<file path="config.mk">
export PLATFORM = sky130hd
export DESIGN_NAME = byteblast8_boot_ctrl_flat
export DESIGN_NICKNAME = d
export VERILOG_FILES = /design/src/rtl/byteblast8_pkg.sv /design/src/rtl/byteblast8_if.sv /design/src/rtl/byteblast8_halt_detect.sv /design/src/rtl/byteblast8_boot_ctrl.sv /design/src/flat_wrapper.sv
export SDC_FILE = /design/constraint.sdc
export NUM_CORES = 1
export LEC_CHECK = 0
export ABC_CLOCK_PERIOD_IN_PS = 4600
export BUFFER_PORTS_ARGS = -buffer_cell sky130_fd_sc_hd__buf_2
export CAP_MARGIN = 5
export CORE_MARGIN = 8
export CORE_UTILIZATION = 50
export DETAILED_ROUTE_END_ITERATION = 7
export PLACE_DENSITY_LB_ADDON = 0.05
export SYNTH_ARGS = -nofsm -noshare
export SYNTH_HDL_FRONTEND = slang
export SYNTH_SLANG_ARGS = --single-unit
</file>
<file path="constraint.sdc">
create_clock -name clk -period 4.6 [get_ports clk]
set_clock_uncertainty 0.1 [all_clocks]
set_input_delay 0.23 -clock clk [delete_from_list [all_inputs] [get_ports clk]]
set_output_delay 0.23 -clock clk [all_outputs]
set_load 0.01 [all_outputs]
</file>
<file path="src/rtl/byteblast8_pkg.sv">
// Shared types and constants for the byteblast8 boot sequencer.
package byteblast8_pkg;

  typedef enum logic [1:0] {
    ST_IDLE = 2'd0,
    ST_LOAD = 2'd1,
    ST_RUN  = 2'd2,
    ST_DONE = 2'd3
  } state_e;

  localparam int unsigned HALT_OPCODE = 0;

endpackage

</file>
<file path="src/rtl/byteblast8_if.sv">
// Host / RAM / core signal bundle around the boot controller.
interface byteblast8_if #(
  parameter int ADDR_W  = 8,
  parameter int INSTR_W = 3
);
  logic               start;
  logic               load_valid;
  logic [7:0]         load_data;
  logic               load_last;
  logic               load_ready;
  logic               mem_own;
  logic               ram_we;
  logic [ADDR_W-1:0]  ram_addr;
  logic [7:0]         ram_wdata;
  logic [7:0]         ram_rdata;
  logic               cpu_enable;
  logic [INSTR_W-1:0] cpu_instr;
  logic               rd_req;
  logic [ADDR_W-1:0]  rd_addr;
  logic               rd_valid;
  logic [7:0]         rd_data;
  logic               busy;
  logic               done;
  logic               err_ovf;
  logic               err_tmo;
  logic [31:0]        cycles;

  modport slave (
    input  start, load_valid, load_data, load_last, ram_rdata, cpu_instr, rd_req, rd_addr,
    output load_ready, mem_own, ram_we, ram_addr, ram_wdata, cpu_enable, rd_valid, rd_data,
    output busy, done, err_ovf, err_tmo, cycles
  );

  modport master (
    output start, load_valid, load_data, load_last, ram_rdata, cpu_instr, rd_req, rd_addr,
    input  load_ready, mem_own, ram_we, ram_addr, ram_wdata, cpu_enable, rd_valid, rd_data,
    input  busy, done, err_ovf, err_tmo, cycles
  );
endinterface

</file>
<file path="src/rtl/byteblast8_halt_detect.sv">
// Counts consecutive halt opcodes while the core runs; flags halt on the
// clock that completes HALT_CYCLES in a row.
module byteblast8_halt_detect
  import byteblast8_pkg::*;
#(
  parameter int INSTR_W     = 3,
  parameter int HALT_CYCLES = 4
) (
  input  logic               clk,
  input  logic               rst_n,
  input  logic               en_i,
  input  logic               clr_i,
  input  logic [INSTR_W-1:0] instr_i,
  output logic               halt_o
);

  localparam int CNT_W = $clog2(HALT_CYCLES + 1);

  logic [CNT_W-1:0] cnt_q;
  logic             is_halt_s;
  logic             at_limit_s;

  assign is_halt_s  = (instr_i == INSTR_W'(HALT_OPCODE));
  assign at_limit_s = (cnt_q == CNT_W'(HALT_CYCLES - 1));
  assign halt_o     = en_i && is_halt_s && at_limit_s;

  // Run-length counter of halt opcodes, stalls at the limit.
  always_ff @(posedge clk or negedge rst_n) begin
    if (!rst_n) begin
      cnt_q <= '0;
    end else if (clr_i) begin
      cnt_q <= '0;
    end else if (en_i) begin
      if (!is_halt_s) begin
        cnt_q <= '0;
      end else if (!at_limit_s) begin
        cnt_q <= cnt_q + CNT_W'(1);
      end else begin
        cnt_q <= cnt_q;
      end
    end else begin
      cnt_q <= cnt_q;
    end
  end

endmodule

</file>
<file path="src/rtl/byteblast8_boot_ctrl.sv">
// Boot sequencer: streams an image into core RAM, runs the core until halt or
// watchdog, then serves host readback of RAM.
module byteblast8_boot_ctrl
  import byteblast8_pkg::*;
#(
  parameter int ADDR_W      = 8,
  parameter int INSTR_W     = 3,
  parameter int HALT_CYCLES = 4,
  parameter int MAX_CYCLES  = 0
) (
  input  logic         clk,
  input  logic         rst_n,
  byteblast8_if.slave  bus
);

  state_e              state_q;
  logic [ADDR_W-1:0]   wr_ptr_q;
  logic [ADDR_W-1:0]   ram_addr_q;
  logic [7:0]          ram_wdata_q;
  logic [31:0]         cycles_q;
  logic                load_ready_q, mem_own_q, ram_we_q, cpu_enable_q;
  logic                rd_pend_q, rd_valid_q, busy_q, done_q, err_ovf_q, err_tmo_q;

  logic                start_ok_s, accept_s, run_tick_s, halt_s, tmo_s;
  logic [31:0]         cycles_inc_s;

  // The core only counts as running once cpu_enable is visible; the first RUN
  // clock hands the RAM port over and lets the final image write complete.
  always_comb begin
    start_ok_s   = bus.start && ((state_q == ST_IDLE) || (state_q == ST_DONE));
    accept_s     = bus.load_valid && load_ready_q;
    run_tick_s   = (state_q == ST_RUN) && cpu_enable_q;
    cycles_inc_s = (cycles_q == 32'hFFFF_FFFF) ? cycles_q : (cycles_q + 32'd1);
    tmo_s        = (MAX_CYCLES != 0) && (cycles_inc_s == 32'(MAX_CYCLES));
  end

  byteblast8_halt_detect #(
    .INSTR_W     (INSTR_W),
    .HALT_CYCLES (HALT_CYCLES)
  ) u_halt (
    .clk     (clk),
    .rst_n   (rst_n),
    .en_i    (run_tick_s),
    .clr_i   (!run_tick_s),
    .instr_i (bus.cpu_instr),
    .halt_o  (halt_s)
  );

  // Sequencer state and all registered outputs.
  always_ff @(posedge clk or negedge rst_n) begin
    if (!rst_n) begin
      state_q      <= ST_IDLE;
      wr_ptr_q     <= '0;
      ram_addr_q   <= '0;
      ram_wdata_q  <= 8'h00;
      cycles_q     <= 32'd0;
      load_ready_q <= 1'b0;
      mem_own_q    <= 1'b0;
      ram_we_q     <= 1'b0;
      cpu_enable_q <= 1'b0;
      rd_pend_q    <= 1'b0;
      rd_valid_q   <= 1'b0;
      busy_q       <= 1'b0;
      done_q       <= 1'b0;
      err_ovf_q    <= 1'b0;
      err_tmo_q    <= 1'b0;
    end else begin
      ram_we_q   <= 1'b0;
      rd_pend_q  <= 1'b0;
      rd_valid_q <= rd_pend_q;
      if (start_ok_s) begin
        state_q      <= ST_LOAD;
        wr_ptr_q     <= '0;
        cycles_q     <= 32'd0;
        load_ready_q <= 1'b1;
        mem_own_q    <= 1'b1;
        busy_q       <= 1'b1;
        done_q       <= 1'b0;
        err_ovf_q    <= 1'b0;
        err_tmo_q    <= 1'b0;
      end else begin
        case (state_q)
          ST_IDLE: state_q <= ST_IDLE;
          ST_LOAD: begin
            if (accept_s) begin
              ram_we_q    <= 1'b1;
              ram_addr_q  <= wr_ptr_q;
              ram_wdata_q <= bus.load_data;
              wr_ptr_q    <= wr_ptr_q + ADDR_W'(1);
              if (bus.load_last) begin
                state_q      <= ST_RUN;
                load_ready_q <= 1'b0;
              end else if (wr_ptr_q == '1) begin
                state_q      <= ST_DONE;
                load_ready_q <= 1'b0;
                busy_q       <= 1'b0;
                done_q       <= 1'b1;
                err_ovf_q    <= 1'b1;
              end else begin
                state_q <= ST_LOAD;
              end
            end else begin
              state_q <= ST_LOAD;
            end
          end
          ST_RUN: begin
            if (!cpu_enable_q) begin
              cpu_enable_q <= 1'b1;
              mem_own_q    <= 1'b0;
            end else begin
              cycles_q <= cycles_inc_s;
              if (halt_s || tmo_s) begin
                state_q      <= ST_DONE;
                cpu_enable_q <= 1'b0;
                mem_own_q    <= 1'b1;
                busy_q       <= 1'b0;
                done_q       <= 1'b1;
                err_tmo_q    <= !halt_s;
              end else begin
                state_q <= ST_RUN;
              end
            end
          end
          ST_DONE: begin
            if (bus.rd_req) begin
              ram_addr_q <= bus.rd_addr;
              rd_pend_q  <= 1'b1;
            end else begin
              ram_addr_q <= ram_addr_q;
            end
          end
          default: state_q <= ST_IDLE;
        endcase
      end
    end
  end

  assign bus.load_ready = load_ready_q;
  assign bus.mem_own    = mem_own_q;
  assign bus.ram_we     = ram_we_q;
  assign bus.ram_addr   = ram_addr_q;
  assign bus.ram_wdata  = ram_wdata_q;
  assign bus.cpu_enable = cpu_enable_q;
  assign bus.rd_valid   = rd_valid_q;
  assign bus.rd_data    = rd_valid_q ? bus.ram_rdata : 8'h00;
  assign bus.busy       = busy_q;
  assign bus.done       = done_q;
  assign bus.err_ovf    = err_ovf_q;
  assign bus.err_tmo    = err_tmo_q;
  assign bus.cycles     = cycles_q;

endmodule

</file>
<file path="src/flat_wrapper.sv">
// flat-port wrapper written by rule: the top's interface ports become plain ports
module byteblast8_boot_ctrl_flat import byteblast8_pkg::*;
#(
  parameter int ADDR_W      = 8,
  parameter int INSTR_W     = 3,
  parameter int HALT_CYCLES = 4,
  parameter int MAX_CYCLES  = 0
)
  (clk, rst_n, bus_start, bus_load_valid, bus_load_data, bus_load_last, bus_ram_rdata, bus_cpu_instr, bus_rd_req, bus_rd_addr, bus_load_ready, bus_mem_own, bus_ram_we, bus_ram_addr, bus_ram_wdata, bus_cpu_enable, bus_rd_valid, bus_rd_data, bus_busy, bus_done, bus_err_ovf, bus_err_tmo, bus_cycles);
  byteblast8_if #(.ADDR_W(ADDR_W), .INSTR_W(INSTR_W)) bus_i ();
  input  logic clk;
  input  logic rst_n;
  input wire logic [$bits(bus_i.start)-1:0] bus_start;
  input wire logic [$bits(bus_i.load_valid)-1:0] bus_load_valid;
  input wire logic [$bits(bus_i.load_data)-1:0] bus_load_data;
  input wire logic [$bits(bus_i.load_last)-1:0] bus_load_last;
  input wire logic [$bits(bus_i.ram_rdata)-1:0] bus_ram_rdata;
  input wire logic [$bits(bus_i.cpu_instr)-1:0] bus_cpu_instr;
  input wire logic [$bits(bus_i.rd_req)-1:0] bus_rd_req;
  input wire logic [$bits(bus_i.rd_addr)-1:0] bus_rd_addr;
  output wire logic [$bits(bus_i.load_ready)-1:0] bus_load_ready;
  output wire logic [$bits(bus_i.mem_own)-1:0] bus_mem_own;
  output wire logic [$bits(bus_i.ram_we)-1:0] bus_ram_we;
  output wire logic [$bits(bus_i.ram_addr)-1:0] bus_ram_addr;
  output wire logic [$bits(bus_i.ram_wdata)-1:0] bus_ram_wdata;
  output wire logic [$bits(bus_i.cpu_enable)-1:0] bus_cpu_enable;
  output wire logic [$bits(bus_i.rd_valid)-1:0] bus_rd_valid;
  output wire logic [$bits(bus_i.rd_data)-1:0] bus_rd_data;
  output wire logic [$bits(bus_i.busy)-1:0] bus_busy;
  output wire logic [$bits(bus_i.done)-1:0] bus_done;
  output wire logic [$bits(bus_i.err_ovf)-1:0] bus_err_ovf;
  output wire logic [$bits(bus_i.err_tmo)-1:0] bus_err_tmo;
  output wire logic [$bits(bus_i.cycles)-1:0] bus_cycles;
  assign bus_i.start = bus_start;
  assign bus_i.load_valid = bus_load_valid;
  assign bus_i.load_data = bus_load_data;
  assign bus_i.load_last = bus_load_last;
  assign bus_i.ram_rdata = bus_ram_rdata;
  assign bus_i.cpu_instr = bus_cpu_instr;
  assign bus_i.rd_req = bus_rd_req;
  assign bus_i.rd_addr = bus_rd_addr;
  assign bus_load_ready = bus_i.load_ready;
  assign bus_mem_own = bus_i.mem_own;
  assign bus_ram_we = bus_i.ram_we;
  assign bus_ram_addr = bus_i.ram_addr;
  assign bus_ram_wdata = bus_i.ram_wdata;
  assign bus_cpu_enable = bus_i.cpu_enable;
  assign bus_rd_valid = bus_i.rd_valid;
  assign bus_rd_data = bus_i.rd_data;
  assign bus_busy = bus_i.busy;
  assign bus_done = bus_i.done;
  assign bus_err_ovf = bus_i.err_ovf;
  assign bus_err_tmo = bus_i.err_tmo;
  assign bus_cycles = bus_i.cycles;
  byteblast8_boot_ctrl #(.ADDR_W(ADDR_W), .INSTR_W(INSTR_W), .HALT_CYCLES(HALT_CYCLES), .MAX_CYCLES(MAX_CYCLES)) u_core (.clk(clk), .rst_n(rst_n), .bus(bus_i));
endmodule
</file>
==> summary.md, run 1 <==
| Metric | Value |
|---|---|
| Max Fclk | `395.6 MHz` |
| Final setup fails | `0` |
| Initial Util | `50.86%` |
| Syn-to-layout area delta | `20.53%` |
| RR Startpoint | `u_core.state_q[0]$_DFFE_PN0P_` |
| Cells on worst reg2reg path | `7` |
| Max_slew headroom | `26.83%` |
| Clock slew seen by the registers of the worst setup and hold paths | `0.07 ns` |
| Register Area | `0.001777 mm²` |
| Syn nets | `411` |
| Mapped cell area | `0.003650 mm²` |
| Outcome | `finished with violations` |
| Total CTS buffers | `9` |
| Least-Margin Pin Slew | `1.098 ns` |
| Worst vdd ir | `0.0003146 V` |
| Slew Limit Fails | `0` |
| Drt first pass iters | `4` |
| Finished Cell Area | `0.004399 mm²` |
| Clk buf depth | `2` |
| Die Area | `0.01029 mm²` |
| Synth top cells by count | `71 x dfrtp_1, 39 x nor2_1, 32 x a21oi_1, 28 x nand2_1, 17 x nand3_1` |
| H-tree depth | `3` |
| WL/cell | `15.73 µm` |
| Final WL | `8.950 mm` |
| # clock sinks | `71` |
| Worst Setup Start Kind | `flip-flop` |
| Routability Congestion | `0.7935` |
| Yosys warning count | `0` |
| Crit path DAT | `2.70 ns` |
| Vias in the first global route | `3071` |
| Post-synth top area cell | `dfrtp_1` |
| Multi-input logic area | `0.001790 mm²` |
| Die Span Y | `101.4 µm` |
| PwrDens | `415.7 mW/mm²` |
| Distinct cells, synth | `39` |
| Worst Setup End Kind | `flip-flop` |
| WHS | `-0.003575 ns` |
| Cts repair resizes | `0` |
| Synth top area cells | `dfrtp_1 49%, a21oi_1 4.4%, nor2_1 4.0%` |
| Post-synth EDFFs | `0` |
| Unrepaired setup endpoints after global routing | `false` |
| Largest net degree at the start of global routing | `49` |
| Synth Register Bits | `71` |
| Post-DP HPWL | `6.546 mm` |
| Yosys top cell area share | `48.68%` |
| DR DRC count | `0` |
| Total GRT Usage | `18.02%` |
| Static Leak | `0.002118 µW` |
| Diode count | `0` |
| Initial antenna violation count | `0` |
| I/O pin cnt | `98` |
| Antenna viol nets, final | `0` |
| Dpl cell area | `0.004225 mm²` |
| First-pass GRT wire length | `14.78 mm` |
| Rows | `31` |
| CP Class | `reg -> reg` |
| Vias | `3122` |
| Most common cell in the netlist | `dfrtp_1` |
| Cells after Synth | `368` |
| Filler cells | `678` |
| Post-synth ARST share | `100.0%` |
| Synthesized area per cell | `9.918 µm²` |
| Total of max-cap violations | `0` |
| Worst min-delay path class | `in -> async` |
| Reg-to-reg critical path endpoint | `u_core.bus.cycles[31]$_DFFE_PN0P_` |
| Fraction of layout cells with a size suffix above 1 | `27.66%` |
| TritonCTS clock tree | `yes` |
| Grt total ovfl | `0` |
| Worst-path fanout max | `13` |
| Setup TNS | `0 ns` |
| Register area share after synthesis | `48.68%` |
| Core area | `0.007176 mm²` |
| Master cell of the clock root buffer | `clkbuf_8` |
| WP data required | `4.77 ns` |
| Routed vias/inst | `5.487` |
| Total Nets Final | `510` |
| Later-pin clock latency in the skew report | `0.35 ns` |
| Ys flop type | `dfrtp_1` |
| Failing checks | `negative hold slack` |
| # port buffers | `97` |
| R2r setup slk | `2.07 ns` |
| Die Wd | `101.4 µm` |
| Final hold vios | `1` |
| DRT iter0 DRCs | `75` |
| Crit share post-route | `54.96%` |
| Post-layout min period | `2.528 ns` |
-- final cells by class --
| class | instances | share of cell area, % |
|---|---|---|
| Tap cell | 99 | 2.816 |
| Timing Repair Buffer | 101 | 11.77 |
| Inverter | 7 | 0.5973 |
| Clock buffer | 13 | 3.612 |
| Multi-Input combinational cell | 277 | 40.70 |
| Sequential cell | 71 | 40.39 |
| Clock inverter | 1 | 0.1138 |
-- registers in the layout, summed over array words and instances (netlist names), 2 cells and up --
register              cells
u_core.state_q            2
u_core.wr_ptr_q           8
u_core.u_halt.cnt_q       3
u_core.bus.cycles        32
u_core.bus.ram_wdata      8
u_core.bus.ram_addr       8
-- logic make-up after synthesis --
logic type	share of synthesized area (%)
flops	48.68
fa+ha+maj	3.428
simple gates	23.45
mux	6.616
buf+inv	2.331
xor+xnor	3.840
compound gates	11.66
-- worst max path at each step --
stage / from / end / slack (ns)
floorplan: u_core.bus.cycles[0]$_DFFE_PN0P_ / u_core.bus.cycles[29]$_DFFE_PN0P_ / 2.33
global placement: u_core.state_q[0]$_DFFE_PN0P_ / u_core.bus.ram_addr[6]$_DFFE_PN0P_ / 2.20
detailed placement: u_core.state_q[0]$_DFFE_PN0P_ / u_core.bus.cycles[25]$_DFFE_PN0P_ / 2.13
CTS: u_core.state_q[0]$_DFFE_PN0P_ / u_core.bus.cycles[25]$_DFFE_PN0P_ / 2.08
global route: u_core.state_q[0]$_DFFE_PN0P_ / u_core.bus.cycles[25]$_DFFE_PN0P_ / 1.91
finish: u_core.state_q[0]$_DFFE_PN0P_ / u_core.bus.cycles[31]$_DFFE_PN0P_ / 2.07
-- layer usage --
layer	global-route usage, %	wire, µm	up-vias
li1	-	-	1528
met1	22.81	4022	1512
met2	28.69	4299	74
met3	5.704	544	8
met4	5.498	83	0
met5	0	0	-
-- report_power, final --
part	switching (µW)	leakage [µW]	total (µW)	internal [µW]
Clock	219	0.0000854	438	219
Sequential	81.7	0.000938	824	742
Combinational	328	0.00109	567	239
Total	629	0.00212	1830	1200
-- what timing repair did --
item                                   4_1_cts  5_1_grt
setup buffers                                0        0
endpoints found under the hold margin        0        1
hold buffers                                 0        1
-- cells in the final DEF, fill, tap and decap left out, types with 12 or more instances in the layout --
master and n:
nand3_1 17, mux2i_1 14, a21oi_1 32, dfrtp_1 71, buf_2 97, o21ai_0 16, nand2_1 28, and2_1 12
nor2_1 39, nand4_1 14
-- stage by stage --
| stage | hold slack (ns) | utilization [%] | total power, µW | std cells | setup slack [ns] |
|---|---|---|---|---|---|
| 2_1_floorplan | -0.1656 | - | 1186 | 368 | 2.328 |
| 3_3_place_gp | 0.2365 | 58.88 | 1395 | 554 | 2.202 |
| 3_5_place_dp | 0.2418 | 58.88 | 1411 | 554 | 2.126 |
| 4_1_cts | 0.005121 | 61.17 | 1854 | 568 | 2.084 |
| 5_1_grt | 0.002769 | 61.31 | 1954 | 569 | 1.908 |
| 6_report | -0.003575 | 61.31 | 1829 | 569 | 2.072 |
-- critical path: stages, from the launching register on --
cell and delay, ns:
dfrtp_1 0.43, inv_1 0.13, ha_1 0.26, and3_1 0.28, nand4_1 0.18, a211o_1 0.47, or4_1 0.45, a21oi_1 0.16
No activity file was read; power rests on OpenSTA's default activity.
==> run 2: changes to the inputs <==
--- a/config.mk
+++ b/config.mk
@@ -5,7 +5,8 @@
 export SDC_FILE = /design/constraint.sdc
 export NUM_CORES = 1
 export LEC_CHECK = 0
-export ABC_CLOCK_PERIOD_IN_PS = 4600
+export ABC_AREA = 1
+export ABC_CLOCK_PERIOD_IN_PS = 2600
 export BUFFER_PORTS_ARGS = -buffer_cell sky130_fd_sc_hd__buf_2
 export CAP_MARGIN = 5
 export CORE_MARGIN = 8
==> constraint.sdc (replaced) <==
create_clock -name clk -period 2.6 [get_ports clk]
set_clock_uncertainty 0.1 [all_clocks]
set_input_delay 0.13 -clock clk [delete_from_list [all_inputs] [get_ports clk]]
set_output_delay 0.13 -clock clk [all_outputs]
set_load 0.01 [all_outputs]
==> run 2 against run 1 <==
The flow now finishes without violations. Combinational power rose to 2.8 times the previous value. Sequential share of layout area down 5.5 points. Count of clock-buffer cells in the layout down 3. Core utilization up 1.4 points. Global-route usage up 1.5 points. Register-to-register slack worse by 1.8 ns. Critical endpoint is now u_core.bus.cycles[4]$_DFFE_PN0P_.
==> summary.md, run 2 <==
| Metric | Value |
|---|---|
| CP Class | `reg -> reg` |
| Synth top cells by count | `184 x nand2_1, 87 x nor2_1, 71 x dfrtp_1, 55 x inv_1, 42 x nand3_1` |
| Yosys top cell area share | `42.80% (-5.9 points)` |
| Drt first pass iters | `5 (+1)` |
| Proportion of synthesized area in mux cells | `2.893% (-3.7 points)` |
| # port buffers | `97 (unchanged)` |
| TritonCTS clock tree | `yes` |
| Crit path buf inv count | `2 (+1)` |
| Clock slew seen by the registers of the worst setup and hold paths | `0.09 ns (+0.02 ns)` |
| Die Area | `0.01147 mm² (+12%)` |
| I/O pin cnt | `98 (unchanged)` |
| Cells after Synth | `567 (+54%)` |
| Crit path DAT | `2.45 ns (-0.25 ns)` |
| Syn nets | `610 (+48%)` |
| Commonest non-fill, non-tap cells in the layout | `184 x nand2_1, 97 x buf_2, 87 x nor2_1` |
| CP max stage cell | `dfrtp_1` |
| Largest net degree at the start of global routing | `53 (+8.2%)` |
| Post-synth top area cell | `dfrtp_1` |
| CP startpoint | `u_core.state_q[0]$_DFFE_PN0P_` |
| Routability Congestion | `0.8995 (+13%)` |
| Die Wd | `107.1 µm (+5.6%)` |
| Die Span Y | `107.1 µm (+5.6%)` |
| Distinct cells, synth | `34 (-13%)` |
| WL/cell | `14.05 µm (-11%)` |
| CP cell instances | `inv_1 -> ha_1 -> nor2_4 -> inv_2 -> nand2_1 -> nand3_4 -> nand2_1 -> o21ai_1` |
| Final hold vios | `0 (-1)` |
| Max reg flops | `32 (unchanged)` |
| RR Startpoint | `u_core.state_q[0]$_DFFE_PN0P_` |
| CP delay by family, top | `simple AND/OR/NAND/NOR gates` |
| Total CTS buffers | `9 (unchanged)` |
| Xor/xnor cell area share of the yosys netlist | `3.376% (-0.46 points)` |
| Worst vdd ir | `0.0004425 V (+41%)` |
| Final WL | `11.13 mm (+24%)` |
| PwrDens | `817.6 mW/mm² (+97%)` |
| Finished Cell Area | `0.005097 mm² (+16%)` |
| Ys flop type | `dfrtp_1` |
| Crit share post-route | `89.64% (+35 points)` |
| # clock sinks | `71 (unchanged)` |
| Post-synth ARST share | `100.0% (unchanged)` |
| Worst min-delay path class | `in -> reg` |
| Post-Synth Simple-Gate Area | `33.42% (+10 points)` |
| Max Fclk | `429.1 MHz (+8.5%)` |
| Synth Area in Adders | `3.014% (-0.41 points)` |
| CP max stage delay | `0.43 ns (-0.04 ns)` |
| Max_slew headroom | `36.49% (+9.7 points)` |
| DR DRC count | `0 (unchanged)` |
| Place WS | `0.1976 ns (-1.929 ns)` |
| Slew Limit Fails | `0 (unchanged)` |
| Mapped cell area | `0.004151 mm² (+14%)` |
| Most used cell along the critical path | `nand2_1` |
| Antenna viol nets, final | `0 (unchanged)` |
| Synth top area cells | `dfrtp_1 43%, nand2_1 17%, nor2_1 7.9%` |
| Total Nets Final | `725 (+42%)` |
| Vias in the first global route | `3876 (+26%)` |
| Filler cells | `765 (+13%)` |
| Static Leak | `0.002577 µW (+22%)` |
| Total GRT Usage | `19.50% (+1.5 points)` |
| Vias | `3996 (+28%)` |
| Rows | `33 (+6.5%)` |
| Setup TNS | `0 ns (unchanged)` |
| Grt total ovfl | `0 (unchanged)` |
| Post-DP HPWL | `8.229 mm (+26%)` |
| WP data required | `2.72 ns (-2.05 ns)` |
| H-tree depth | `3 (unchanged)` |
| Routed vias/inst | `5.045 (-8.0%)` |
| Worst-path fanout max | `26 (+13)` |
| First-pass GRT wire length | `18.20 mm (+23%)` |
| Unrepaired setup endpoints after global routing | `false` |
| Post-synth EDFFs | `0 (unchanged)` |
| Largest family of logic cells by synthesized area | `simple AND/OR/NAND/NOR gates` |
| Worst Min Path Start | `bus_rd_addr[2]` |
| Most common cell after layout, fill and taps aside | `nand2_1` |
| Worst Setup Start Kind | `flip-flop` |
| Master cell of the clock root buffer | `clkbuf_8` |
| Register area share after synthesis | `42.80% (-5.9 points)` |
| Most common cell in the netlist | `nand2_1` |
| Initial antenna violation count | `0 (unchanged)` |
| Total of max-cap violations | `0 (unchanged)` |
| Least-Margin Pin Slew | `0.9509 ns (-0.1467 ns)` |
| Core area | `0.008134 mm² (+13%)` |
| Final setup margin | `0.2693 ns (-1.803 ns)` |
| Synthesized area per cell | `7.322 µm² (-26%)` |
| Later-pin clock latency in the skew report | `0.35 ns (about the same)` |
| Initial Util | `51.04% (+0.18 points)` |
| DRT iter0 DRCs | `216 (+190%)` |
| Setup Fix Bufs, Post-CTS | `0 (unchanged)` |
| Yosys warning count | `0 (unchanged)` |
| Compound-cell area share of the yosys netlist | `7.233% (-4.4 points)` |
| Post-layout min period | `2.331 ns (-0.1973 ns)` |
| Clk buf depth | `2 (unchanged)` |
| Outcome | `completed` |
| Fin util | `62.67% (+1.4 points)` |
| Syn-to-layout area delta | `22.78%` |
| Synth Register Bits | `71 (unchanged)` |
| WHS | `0.01332 ns (+0.01689 ns)` |
| Diode count | `0 (unchanged)` |
| Dpl cell area | `0.004723 mm² (+12%)` |
| Final setup fails | `0 (unchanged)` |
| Fraction of layout cells with a size suffix above 1 | `19.94% (-7.7 points)` |
| Worst Setup End Kind | `flip-flop` |
run 2: worst reg2reg max path: stages, from the launching register on:
cell	delay [ns]
dfrtp_1	0.43
inv_1	0.11
ha_1	0.36
nor2_4	0.30
inv_2	0.15
nand2_1	0.22
nand3_4	0.29
nand2_1	0.17
o21ai_1	0.09
run 2: repair_timing:
item,4_1_cts,5_1_grt
hold buffers,15,0
hold endpoints to repair,43,0
resized for setup,0,1
endpoints found under the setup margin,0,21
run 2: cell families after synthesis:
| kind of cell | Yosys count |
|---|---|
| and+or+nand+nor | 332 |
| DFF | 71 |
| buffers and inverters | 70 |
| AOI/OAI and AO/OA | 57 |
| xor gates and xnor gates | 16 |
| muxes | 11 |
| adders and majority gates | 10 |
run 2: layout make-up:
cell class / count / area [µm²] / area share [%]
clock buffers: 10 / 137.6 / 2.700
clock inverters: 6 / 68.82 / 1.350
inverters: 57 / 214.0 / 4.197
multi-input cells: 427 / 2091 / 41.02
flip-flops and latches: 71 / 1777 / 34.86
well taps: 105 / 131.4 / 2.577
repair buffers: 116 / 678.2 / 13.30
run 2: path summary, 6_finish.rpt:
check,endpoint,slack (ns),depth (start not counted)
max in group asynchronous,u_core.bus.ram_wdata[3]$_DFFE_PN0P_,1.45,3
min in group asynchronous,u_core.bus.ram_addr[5]$_DFFE_PN0P_,0.27,2
hold / removal,u_core.bus.ram_addr[2]$_DFFE_PN0P_,0.01,3
hold reg to reg,u_core.bus.rd_valid$_DFF_PN0_,0.26,0
setup / recovery,u_core.bus.cycles[4]$_DFFE_PN0P_,0.27,8
setup reg to reg,u_core.bus.cycles[4]$_DFFE_PN0P_,0.27,8
run 2: routing by layer:
layer | track usage [%] | vias to the layer above | share of wire (%)
met1 | 26.16 | 1833 | 48
met5 | 0 | - | 0
met3 | 4.739 | 13 | 6.8
met2 | 30.19 | 125 | 43
met4 | 6.231 | 0 | 1.3
li1 | - | 2025 | -
run 2: power breakdown:
part | total, µW | switching (µW) | internal (µW) | leakage, µW
Clock | 921 | 449 | 472 | 0.0000912
Combinational | 1600 | 1010 | 596 | 0.00155
Sequential | 1650 | 257 | 1390 | 0.000935
run 2: stage by stage:
| step | power (µW) | instances |
|---|---|---|
| 2_1_floorplan | 2701 | 567 |
| 3_3_place_gp | 3172 | 760 |
| 3_5_place_dp | 3218 | 760 |
| 4_1_cts | 4164 | 791 |
| 5_1_grt | 4469 | 792 |
| 6_report | 4168 | 792 |
